<file path="src/rtl/mole_game_ctrl_pkg.sv">
// Shared definitions for the whack-a-mole controller: state encoding, widths and
// the helper that picks the next mole hole.
package mole_game_ctrl_pkg;

  typedef enum logic [1:0] {
    ST_IDLE     = 2'd0,
    ST_SHOW     = 2'd1,
    ST_FEEDBACK = 2'd2,
    ST_DONE     = 2'd3
  } state_e;

  localparam int NUM_HOLES = 8;
  localparam int POS_W     = 3;
  localparam int BCD_W     = 4;

  function automatic int max_cycles(input int a, input int b);
    return (a > b) ? a : b;
  endfunction

  // Bumping a repeated candidate by one keeps consecutive moles in different holes.
  function automatic logic [POS_W-1:0] next_pos(input logic [POS_W-1:0] cand,
                                                input logic [POS_W-1:0] cur);
    return (cand == cur) ? cand + 3'd1 : cand;
  endfunction

endpackage

</file>
<file path="src/rtl/mole_game_ctrl_lfsr8.sv">
// 8-bit Fibonacci LFSR (taps 8,6,5,4) used as the mole position source.
module mole_game_ctrl_lfsr8 #(
  parameter logic [7:0] SEED = 8'hA5
) (
  input  logic       master_clk,
  input  logic       rst,
  input  logic       en,
  output logic [7:0] state
);

  logic [7:0] state_q;
  logic [7:0] state_d;

  always_comb begin
    state_d = state_q;
    if (en) begin
      state_d = {state_q[6:0], state_q[7] ^ state_q[5] ^ state_q[4] ^ state_q[3]};
    end
  end

  always_ff @(posedge master_clk) begin
    if (rst) begin
      state_q <= SEED;
    end else begin
      state_q <= state_d;
    end
  end

  assign state = state_q;

endmodule

</file>
<file path="src/rtl/mole_game_ctrl.sv">
// Whack-a-mole game controller: places moles, judges whacks and keeps a saturating
// two-digit BCD score; every output is a flop feeding the VGA display directly.
module mole_game_ctrl
  import mole_game_ctrl_pkg::*;
#(
  parameter int         MOLE_CYCLES     = 100_000_000,
  parameter int         FEEDBACK_CYCLES = 50_000_000,
  parameter int         GAME_ROUNDS     = 20,
  parameter logic [7:0] LFSR_SEED       = 8'hA5
) (
  input  logic             master_clk,
  input  logic             rst,
  input  logic             start,
  input  logic [7:0]       whack,
  output logic [POS_W-1:0] mole_position,
  output logic             mole_active,
  output logic             guess_correct,
  output logic             guess_wrong,
  output logic [BCD_W-1:0] digit_1,
  output logic [BCD_W-1:0] digit_2,
  output logic             game_over
);

  localparam int MAX_CYC = max_cycles(MOLE_CYCLES, FEEDBACK_CYCLES);
  localparam int TIMER_W = (MAX_CYC > 1) ? $clog2(MAX_CYC) : 1;
  localparam logic [TIMER_W-1:0] MOLE_LAST = TIMER_W'(MOLE_CYCLES - 1);
  localparam logic [TIMER_W-1:0] FB_LAST   = TIMER_W'(FEEDBACK_CYCLES - 1);
  localparam logic [7:0]         ROUND_END = 8'(GAME_ROUNDS);

  state_e             state_q, state_d;
  logic [TIMER_W-1:0] timer_q, timer_d;
  logic [7:0]         round_q, round_d;
  logic [POS_W-1:0]   pos_q, pos_d;
  logic [BCD_W-1:0]   tens_q, tens_d;
  logic [BCD_W-1:0]   ones_q, ones_d;
  logic               active_q, active_d;
  logic               correct_q, correct_d;
  logic               wrong_q, wrong_d;
  logic               over_q, over_d;

  logic [7:0]       lfsr_state;
  logic [7:POS_W]   lfsr_unused;
  logic [POS_W-1:0] cand_pos;
  logic [7:0]       hit_mask;

  mole_game_ctrl_lfsr8 #(.SEED(LFSR_SEED)) u_lfsr (
    .master_clk (master_clk),
    .rst        (rst),
    .en         (1'b1),
    .state      (lfsr_state)
  );

  assign cand_pos    = lfsr_state[POS_W-1:0];
  assign lfsr_unused = lfsr_state[7:POS_W];
  assign hit_mask    = 8'd1 << pos_q;

  always_comb begin
    state_d   = state_q;
    timer_d   = timer_q;
    round_d   = round_q;
    pos_d     = pos_q;
    tens_d    = tens_q;
    ones_d    = ones_q;
    correct_d = 1'b0;
    wrong_d   = 1'b0;

    case (state_q)
      ST_IDLE, ST_DONE: begin
        if (start) begin
          state_d = ST_SHOW;
          timer_d = '0;
          round_d = '0;
          tens_d  = '0;
          ones_d  = '0;
          pos_d   = next_pos(cand_pos, pos_q);
        end
      end
      ST_SHOW: begin
        timer_d = timer_q + 1'b1;
        // A whack on the final mole cycle still counts, so it is checked before the timeout.
        if (whack != 8'd0) begin
          state_d   = ST_FEEDBACK;
          timer_d   = '0;
          correct_d = (whack == hit_mask);
          wrong_d   = (whack != hit_mask);
          if (whack == hit_mask) begin
            if (ones_q != 4'd9) begin
              ones_d = ones_q + 4'd1;
            end else if (tens_q != 4'd9) begin
              ones_d = '0;
              tens_d = tens_q + 4'd1;
            end
          end
        end else if (timer_q == MOLE_LAST) begin
          state_d = ST_FEEDBACK;
          timer_d = '0;
          wrong_d = 1'b1;
        end
      end
      ST_FEEDBACK: begin
        timer_d   = timer_q + 1'b1;
        correct_d = correct_q;
        wrong_d   = wrong_q;
        if (timer_q == FB_LAST) begin
          timer_d   = '0;
          round_d   = round_q + 8'd1;
          correct_d = 1'b0;
          wrong_d   = 1'b0;
          if (round_q + 8'd1 == ROUND_END) begin
            state_d = ST_DONE;
          end else begin
            state_d = ST_SHOW;
            pos_d   = next_pos(cand_pos, pos_q);
          end
        end
      end
      default: state_d = ST_IDLE;
    endcase

    active_d = (state_d == ST_SHOW);
    over_d   = (state_d == ST_DONE);
  end

  always_ff @(posedge master_clk) begin
    if (rst) begin
      state_q   <= ST_IDLE;
      timer_q   <= '0;
      round_q   <= '0;
      pos_q     <= '0;
      tens_q    <= '0;
      ones_q    <= '0;
      active_q  <= 1'b0;
      correct_q <= 1'b0;
      wrong_q   <= 1'b0;
      over_q    <= 1'b0;
    end else begin
      state_q   <= state_d;
      timer_q   <= timer_d;
      round_q   <= round_d;
      pos_q     <= pos_d;
      tens_q    <= tens_d;
      ones_q    <= ones_d;
      active_q  <= active_d;
      correct_q <= correct_d;
      wrong_q   <= wrong_d;
      over_q    <= over_d;
    end
  end

  assign mole_position = pos_q;
  assign mole_active   = active_q;
  assign guess_correct = correct_q;
  assign guess_wrong   = wrong_q;
  assign digit_1       = tens_q;
  assign digit_2       = ones_q;
  assign game_over     = over_q;

endmodule
</file>
<file path="config.mk">
export PLATFORM = sky130hd
export DESIGN_NAME = mole_game_ctrl
export DESIGN_NICKNAME = d
export VERILOG_FILES = /design/src/rtl/mole_game_ctrl_pkg.sv /design/src/rtl/mole_game_ctrl_lfsr8.sv /design/src/rtl/mole_game_ctrl.sv
export SDC_FILE = /design/constraint.sdc
export NUM_CORES = 1
export LEC_CHECK = 0
export BUFFER_PORTS_ARGS = -buffer_cell sky130_fd_sc_hd__buf_2
export CAP_MARGIN = 20
export CORE_ASPECT_RATIO = 0.7
export CORE_MARGIN = 3
export CORE_UTILIZATION = 50
export CTS_CLUSTER_DIAMETER = 30
export DETAILED_ROUTE_END_ITERATION = 6
export PLACE_DENSITY = 0.73
export RECOVER_POWER = 50
export REMOVE_ABC_BUFFERS = 1
export SYNTH_ARGS = -nofsm -noshare
export SYNTH_HDL_FRONTEND = slang
export SYNTH_SLANG_ARGS = --single-unit
export TNS_END_PERCENT = 1
</file>
<file path="constraint.sdc">
create_clock -name master_clk -period 4.05 [get_ports master_clk]
set_clock_uncertainty 0.1 [all_clocks]
set_input_delay 1.215 -clock master_clk [delete_from_list [all_inputs] [get_ports master_clk]]
set_output_delay 1.215 -clock master_clk [all_outputs]
set_load 0.05 [all_outputs]
</file>
; After elaboration in Yosys (flattened, before gate mapping)
; Index checks and enable logic that the tools add are counted.
[classes]
addsub = 5
eq_ne = 21
shift = 1
mux = 36
bitwise = 3
reduce_logical = 9
[op_table]
columns = op, count
row1 = $mux W27, 4
row2 = $pmux W27 S3, 1
row3 = $mux W4, 9
row4 = $add A27 B1 Y27 const B, 1
row5 = $eq A27 B26 Y1 const B, 1
row6 = $eq A27 B27 Y1 const B, 1
row7 = $mux W8, 2
row8 = $pmux W4 S2, 2
row9 = $pmux W8 S2, 1
row10 = $ne A2 B2 Y1 const B, 7
row11 = $mux W3, 4
row12 = $mux W2, 5
row13 = $add A4 B1 Y4 const B, 2
row14 = $add A8 B1 Y8 const B, 1
row15 = $eq A8 B5 Y1 const B, 1
row16 = $eq A8 B8 Y1, 1
row17 = $ne A4 B4 Y1 const B, 2
row18 = $ne A8 B8 Y1, 1
row19 = $reduce_bool A8 Y1, 1
row20 = $shl A1 B3 Y8 const A, 1
row21 = $eq A2 B2 Y1 const B, 3
row22 = $pmux W2 S3, 1
row23 = $pmux W3 S2, 1
row24 = $reduce_and A6 Y1, 1
row25 = 13 further kinds, 21
[totals]
reg_bits = 60
inputBits = 11
out_inout_bits = 15
wordCells = 86

; Logic depth before layout (Yosys ltp)
; Gate-level depths: netlist of the first run.
[logic_depth]
depth_word = 6
depth_mapped = 9
mapped_depth_nobuf = 8

; Hierarchy
; Synthesis of the first run repeated with hierarchy kept, for this count alone.
[unflattened]
cells_unflattened = 441
area_unflattened_um2 = 3504.6
[by_module_without_submodules]
columns = mod, n_inst, cells_each, area_each_um2, seq_area_each_um2
row1 = mole_game_ctrl, 1, 412, 3201.8, 1041.0
row2 = mole_game_ctrl_lfsr8, 1, 29, 302.8, 160.2

; Worst setup path after synthesis of the first run
; No wires, ideal clock.
[synth_path]
kind = input to register
startpoint = input whack[1]
endpoint = register timer_q[13]
setup_ns = 0.070
t_arrival_ns = 2.842
t_required_ns = 3.880
slack_ns = 1.038
cell_stages = 8
n_path_buf = 2
cell_sequence = nor4_1 and4_1 o41ai_1 a21boi_1 buf_2 buf_2 a31oi_1 a21oi_1
[synth_via]
elab_chain_cells = 3
[synth_lines]
columns = item, line_no
row1 = "start, declared", mole_game_ctrl.sv:14  ; input logic [7:0] whack,
row2 = $reduce_bool A8 Y1, mole_game_ctrl.sv:81  ; if (whack != 8'd0) begin
row3 = $mux W27, mole_game_ctrl.sv:81
row4 = $pmux W27 S3, mole_game_ctrl.sv:67  ; case (state_q)
row5 = "end signal, assigned", mole_game_ctrl.sv:138  ; timer_q <= timer_d;
row6 = "end, declared", mole_game_ctrl.sv:31  ; logic [TIMER_W-1:0] timer_q, timer_d;
; No other way between the ends.
; A chain may end at the register's enable or synchronous reset.

; Worst setup path in the final report of the first run
[layout_path]
startpoint = input whack[1]
endpoint = register timer_q[23]
; The elaborated chain is that of the path after synthesis.

==> flow_summary.toml, run 1 <==
[drt]
route.antenna.remaining_nets = 0
drtIter0Drc = 208
vias = 3093
drc = 0
post_drt_wl_per_cell_um = 14.59
drt_wl_total_um = 7764
routed_vias_inst = 5.814
drtPass1Iterations = 5

[grt]
grt_max_degree = 32
grt_first_pass_wirelength_um = 13170
grt-ovfl-total = 0
met2_usage_pct = 29.95
globalRouteMet3Util_pct = 5.551
grt_most_used_layer = "met1"
global_route_usage_over_all_layers_pct = 21.12
vias_in_the_first_global_route = 2733
grt_use_met1_pct = 30.54
antenna_found_initial = 0

[place]
detailedPlacementHpwl_um = 5617
io_buffer_count = 25
placedInstanceArea_mm2 = 0.003533
detailedPlace.worstSlack_ns = 0.6073
globalplace.congestion = 0.8794

[power]
cellPowerDensity_mw_per_mm2 = 373.7
ir_drop_mv = 0.2370
leakagePower_nw = 1.311

[clock_network]
tritoncts = "built"
cts-root-buf = "sky130_fd_sc_hd__clkbuf_8"
clkSlewWorstSetupHoldPaths_ns = 0.06
tritoncts_num_sinks = 60
clk_latency_ns = 0.34
cts_hold_buf = 0
htree_levels = 3
cts_buffers = 9
cts_buffer_depth = 2
post-cts-setup-buffers = 0
cts-resized-gates = 0

[job]
timing.max_cap.violations = 0

[timing]
hold_viol_final = 0
fin_ws_ns = 1.010
unrepaired_setup_endpoints_after_global_routing = "no"
total_neg_setup_slack_ns = 0
max_slew_violation_count = 0
holdWs_ns = 0.3149
finalCriticalPeriod_ns = 3.040
worst_pin_slew_ns = 1.268
worst_slew_margin_rel_pct = 15.46
setup_failing_eps_final = 0
max_freq_mhz = 328.9
share_of_the_clock_period_used_by_the_worst_path_after_layout_pct = 75.07

[critical_path]
crit_path_max_fanout = 11
critical_path.endpoint_type = "flip-flop"
cp_data_required_time_ns = 4.23
critPathKind = "input port to flip-flop"
worstPathArrival_ns = 3.22
critPathLaunchType = "input port"

[synth]
yosys_register_bits = 60
synth_async_sr_flop_share_pct = 0
avgSynthCellArea_um2 = 8.153
ys.flop_type = "sky130_fd_sc_hd__dfxtp_1"
post_synth_inst_count = 411
synth-warning-count = 0
synth_sequential_area_ratio_pct = 35.85
synth-edff-count = 0
yosys.cell_types.count = 68
synthesis.area_mm2 = 0.003351

[floorplanning]
ioPinCount = 26
die-area_mm2 = 0.007735
design.core.area_mm2 = 0.006366
num_rows = 24
die_h_um = 74.49
start_util_pct = 52.63
floorplan.die.width_um = 103.8

[final_layout]
area.growth.synth_to_final_pct = 9.783
n_antenna_cell = 0
final_nets = 456
finalInstanceArea_mm2 = 0.003679
drive_gt1_share_pct = 9.977

[min_path]
min-delay-path-class = "flip-flop to flip-flop"

[outcome]
status = "finished clean"
worst paths after layout:
path | from | endpoint | slack, ns | cells after the start
worst max-delay path | whack[1] | timer_q[23] | 1.01 | 8
worst min-delay path | u_lfsr.state[6] | u_lfsr.state[7] | 0.31 | 1
worst max register to register | timer_q[0] | timer_q[16] | 1.18 | 8
worst min register to register | u_lfsr.state[6] | u_lfsr.state[7] | 0.31 | 1
synthesized netlist by cell type, types with 11 or more instances:
master	n	area [um^2]
sky130_fd_sc_hd__nand3_1	19	95.09
sky130_fd_sc_hd__xor2_1	11	96.34
sky130_fd_sc_hd__a31oi_1	17	106.4
sky130_fd_sc_hd__dfxtp_1	60	1201
sky130_fd_sc_hd__nor3_1	12	60.06
sky130_fd_sc_hd__nor2_1	36	135.1
sky130_fd_sc_hd__nand2_1	34	127.6
sky130_fd_sc_hd__inv_1	12	45.04
sky130_fd_sc_hd__o21ai_0	20	100.1
sky130_fd_sc_hd__a21oi_1	30	150.1
placed cells by master (no fill, tap or decap), types with 3 or more instances in the layout:
cell type / count
sky130_fd_sc_hd__a31oi_1: 17
sky130_fd_sc_hd__buf_4: 4
sky130_fd_sc_hd__nand3_1: 19
sky130_fd_sc_hd__a32oi_1: 3
sky130_fd_sc_hd__nand2_1: 34
sky130_fd_sc_hd__a211oi_1: 3
sky130_fd_sc_hd__and3_1: 8
sky130_fd_sc_hd__xor2_1: 11
sky130_fd_sc_hd__o21ai_0: 21
sky130_fd_sc_hd__or2_2: 3
sky130_fd_sc_hd__o31ai_1: 4
sky130_fd_sc_hd__nor3b_1: 3
sky130_fd_sc_hd__xnor2_1: 4
sky130_fd_sc_hd__a21o_1: 7
sky130_fd_sc_hd__ha_1: 9
sky130_fd_sc_hd__or3_1: 7
sky130_fd_sc_hd__and2_1: 5
sky130_fd_sc_hd__nor4bb_1: 3
sky130_fd_sc_hd__nand4_1: 10
sky130_fd_sc_hd__nor2_1: 36
sky130_fd_sc_hd__clkbuf_8: 10
sky130_fd_sc_hd__dfxtp_1: 60
sky130_fd_sc_hd__buf_2: 9
sky130_fd_sc_hd__mux2_2: 3
sky130_fd_sc_hd__a21oi_1: 30
sky130_fd_sc_hd__nor4_1: 7
sky130_fd_sc_hd__nor2b_1: 8
sky130_fd_sc_hd__or4_1: 4
sky130_fd_sc_hd__inv_1: 12
sky130_fd_sc_hd__nor3_1: 12
sky130_fd_sc_hd__nand2b_1: 10
sky130_fd_sc_hd__clkbuf_1: 21
sequential cells by signal, indices dropped and copies added, names as in the netlist:
signal / count
guess_wrong: 1
timer_q: 27
round_q: 8
state_q: 2
u_lfsr.state: 8
mole_position: 3
game_over: 1
digit_1: 4
guess_correct: 1
digit_2: 4
mole_active: 1
power by group:
| group | internal [W] | switching, W |
|---|---|---|
| registers | 0.000614 | 0.0000333 |
| logic | 0.0000890 | 0.000177 |
| clock network | 0.000238 | 0.000223 |
cells by family (layout without fill, tap and decap cells):
logic type                 count (synthesis)  in the layout  synth area share, %
and+or+nand+nor                          190            190                31.48
AOI/OAI and AO/OA                        105            105                20.05
DFF                                       60             60                35.85
buffers and inverters                     28             58                4.033
xor gates and xnor gates                  15             15                3.921
adders and majority gates                  9              9                3.361
muxes                                      4              4                1.307
worst max-delay path, cell delays in order:
cell                       delay, ns
sky130_fd_sc_hd__clkbuf_1       0.11
sky130_fd_sc_hd__nor4_1         0.46
sky130_fd_sc_hd__and4_1         0.34
sky130_fd_sc_hd__o41a_2         0.19
sky130_fd_sc_hd__o21ai_0        0.07
sky130_fd_sc_hd__clkbuf_1       0.25
sky130_fd_sc_hd__or3_2          0.50
sky130_fd_sc_hd__nand3_1        0.08
metal layers:
layer,share of wire [%],up-vias
met1,53,1426
met4,1.8,0
li1,-,1567
met2,40,85
met3,5.2,15
met5,0,-
area by class of cell:
| class | count | area (um^2) |
|---|---|---|
| clock buffers | 14 | 152.6 |
| clock inverters | 2 | 10.01 |
| fillers | 598 | 2688 |
| inverters | 12 | 45.04 |
| multi-input cells | 323 | 2017 |
| flip-flops and latches | 60 | 1201 |
| well taps | 91 | 113.9 |
| repair buffers | 30 | 138.9 |
per-stage QoR:
| stage | instances | power (W) | util, % |
|---|---|---|---|
| final | 532 | 0.001375 | 57.78 |
| after global routing | 532 | 0.001441 | 57.78 |
| after CTS | 531 | 0.001383 | 58.06 |
| after detailed placement | 515 | 0.0009219 | 55.50 |
| after global placement | 515 | 0.0009138 | 55.50 |
| after floorplan | 395 | 0.0008472 | - |
(Power assumes the default switching activity.)
==> inputs of run 2 (changes only) <==
- PLACE_DENSITY: 0.73 -> 0.76
- clock period: 4.05 -> 2.5 ns (I/O delays scaled with it)
==> run 2 against run 1 <==
Against the previous run:
- total power increased by 95%
- combinational power increased by 97%
- die area unchanged
- first-iteration DRC count increased by 2.4%
- wire length increased by 14%
- count of clock-buffer cells in the layout decreased by 2
- highest routed layer unchanged
- sequential power increased by 60%
- cell count increased by 9.4%
- non-clock buffer count increased by 50
- critical path depth unchanged
- critical path type is now flip-flop to flip-flop
- sequential cell count unchanged
- cell area increased by 14%
==> flow_summary.toml, run 2 (same netlist as run 1, synthesis figures left out) <==
[final_layout]
final_nets = 506
largest_register_ffs = 27
regMostFlops = "timer_q"
area.sequential_mm2 = 0.001205
n_fill_cell = 540
n_antenna_cell = 0
most_common_library_cell_in_the_layout_ignoring_fill_and_taps = "sky130_fd_sc_hd__dfxtp_1"
drive_gt1_share_pct = 22.40
post_route_utilization_pct = 66.02
area.growth.synth_to_final_pct = 25.43
finalInstanceArea_mm2 = 0.004203
layout.cells.most_common_list = "57 x sky130_fd_sc_hd__dfxtp_1, 51 x sky130_fd_sc_hd__buf_4, 36 x sky130_fd_sc_hd__nor2_1, 34 x sky130_fd_sc_hd__nand2_1, 30 x sky130_fd_sc_hd__a21oi_1"
post_layout_nonfiller_instances = 582
multi_input_area_mm2 = 0.002066

[floorplanning]
floorplan.die.width_um = 103.8
design.core.area_mm2 = 0.006366
num_rows = 24
start_util_pct = 52.63
die_h_um = 74.49
ioPinCount = 26
die-area_mm2 = 0.007735

[clock_network]
cts_hold_buf = 0
cts_buffers = 9
htree_levels = 3
clkSlewWorstSetupHoldPaths_ns = 0.07
tritoncts = "built"
cts-root-buf = "sky130_fd_sc_hd__clkbuf_8"
cts_buffer_depth = 2
clk_latency_ns = 0.35
tritoncts_num_sinks = 60

[timing]
finalCriticalPeriod_ns = 2.489
max_slew_violation_count = 0
max_freq_mhz = 401.7
worst_slew_margin_rel_pct = 59.62
setup_failing_eps_final = 0
unrepaired_setup_endpoints_after_global_routing = "yes"
share_of_the_clock_period_used_by_the_worst_path_after_layout_pct = 99.58
worst_pin_slew_ns = 0.6010
total_neg_setup_slack_ns = 0
hold_viol_final = 0

[drt]
wire_length_on_met2_um = 3780
vias = 3369
highest-signal-layer = "met4"
drc = 0
met3_length_um = 509
drt-met1-wl_um = 4478
route.antenna.remaining_nets = 0
drt_wl_total_um = 8886
drtPass1Iterations = 4
routed_vias_inst = 5.789
drtIter0Drc = 213
post_drt_wl_per_cell_um = 15.27

[power]
cellPowerDensity_mw_per_mm2 = 636.4
leakagePower_nw = 1.616
ir_drop_mv = 0.4196
power.total_w = 0.002675

[critical_path]
critical_path.endpoint_type = "flip-flop"
setup.reg_to_reg.worst_slack_ns = 0.01
crit_path_max_fanout = 5
worstReg2RegStart = "timer_q[17]"
worstPathArrival_ns = 2.67
critPathKind = "flip-flop to flip-flop"
critPathLaunchType = "flip-flop"
worst_setup_path_startpoint = "timer_q[17]"
cp_data_required_time_ns = 2.68

[grt]
global_route_usage_over_all_layers_pct = 23.53
grt-ovfl-total = 0
vias_in_the_first_global_route = 3121
grt_max_degree = 34
grt_first_pass_wirelength_um = 14440
antenna_found_initial = 0

[place]
detailedPlacementHpwl_um = 6402
globalplace.congestion = 0.8679
placedInstanceArea_mm2 = 0.003929
dp.cells = 566
io_buffer_count = 25

[min_path]
min-delay-path-class = "flip-flop to flip-flop"
min-delay-start = "u_lfsr.state[6]"

[outcome]
status = "finished clean"

[job]
timing.max_cap.violations = 0
[run 2: changes by cell type in the layout (fill, tap and decap cells not counted), moves of 3 or more]
cell	before	now
sky130_fd_sc_hd__bufinv_16	0	3
sky130_fd_sc_hd__clkbuf_1	21	17
sky130_fd_sc_hd__dfxtp_1	60	57
sky130_fd_sc_hd__nor4_1	7	4
sky130_fd_sc_hd__nor4_2	0	3
sky130_fd_sc_hd__buf_4	4	51
sky130_fd_sc_hd__dfxtp_2	0	3
[run 2: final cells by class]
| type | count | area share, % |
|---|---|---|
| multi-input combinational | 323 | 49.15 |
| sequential | 60 | 28.67 |
| timing repair buffer | 80 | 12.44 |
| clock buffer | 12 | 3.692 |
| tap | 91 | 2.709 |
| clock inverter | 4 | 2.263 |
| inverter | 12 | 1.072 |
[run 2: what timing repair did]
action                                  4_1_cts  5_1_grt
resized for setup                             3       10
buffers inserted                              0        0
cloned                                        0        0
pin swaps                                     2        0
endpoints found under the setup margin       12       10
[run 2: final timing paths]
check,endpoint,depth (start not counted)
setup / recovery,mole_position[2],8
hold / removal,u_lfsr.state[7],1
setup reg to reg,mole_position[2],8
hold reg to reg,u_lfsr.state[7],1
[run 2: where the power goes]
| part | leakage [nW] | internal, W | total (W) | switching (W) |
|---|---|---|---|---|
| clock | 0.127 | 0.000716 | 0.00111 | 0.000395 |
| combinational | 1.00 | 0.000203 | 0.000523 | 0.000320 |
| sequential | 0.489 | 0.000995 | 0.00104 | 0.0000458 |
| total | 1.62 | 0.00191 | 0.00267 | 0.000761 |
[run 2: worst max-delay path: stages, from the launching register on]
cell                       delay [ns]
sky130_fd_sc_hd__dfxtp_1         0.39
sky130_fd_sc_hd__nor4bb_1        0.33
sky130_fd_sc_hd__nand4b_1        0.24
sky130_fd_sc_hd__clkbuf_1        0.18
sky130_fd_sc_hd__o31ai_1         0.38
sky130_fd_sc_hd__clkbuf_1        0.21
sky130_fd_sc_hd__nand2_1         0.11
sky130_fd_sc_hd__or3_1           0.35
sky130_fd_sc_hd__a21oi_1         0.14
[run 2: layer usage]
layer / vias to the layer above / track usage (%)
met5: - / 0
met1: 1582 / 32.53
met4: 0 / 7.965
met3: 12 / 6.245
met2: 100 / 36.14
li1: 1675 / -
[run 2: per-stage QoR]
step / hold slack, ns / worst slack (ns)
after floorplan: 0.2895 / -0.7305
after global placement: 0.2966 / -0.1721
after detailed placement: 0.3096 / -0.2524
after CTS: 0.3248 / 0.03304
after global routing: 0.3408 / -0.07918
final: 0.3245 / 0.01058
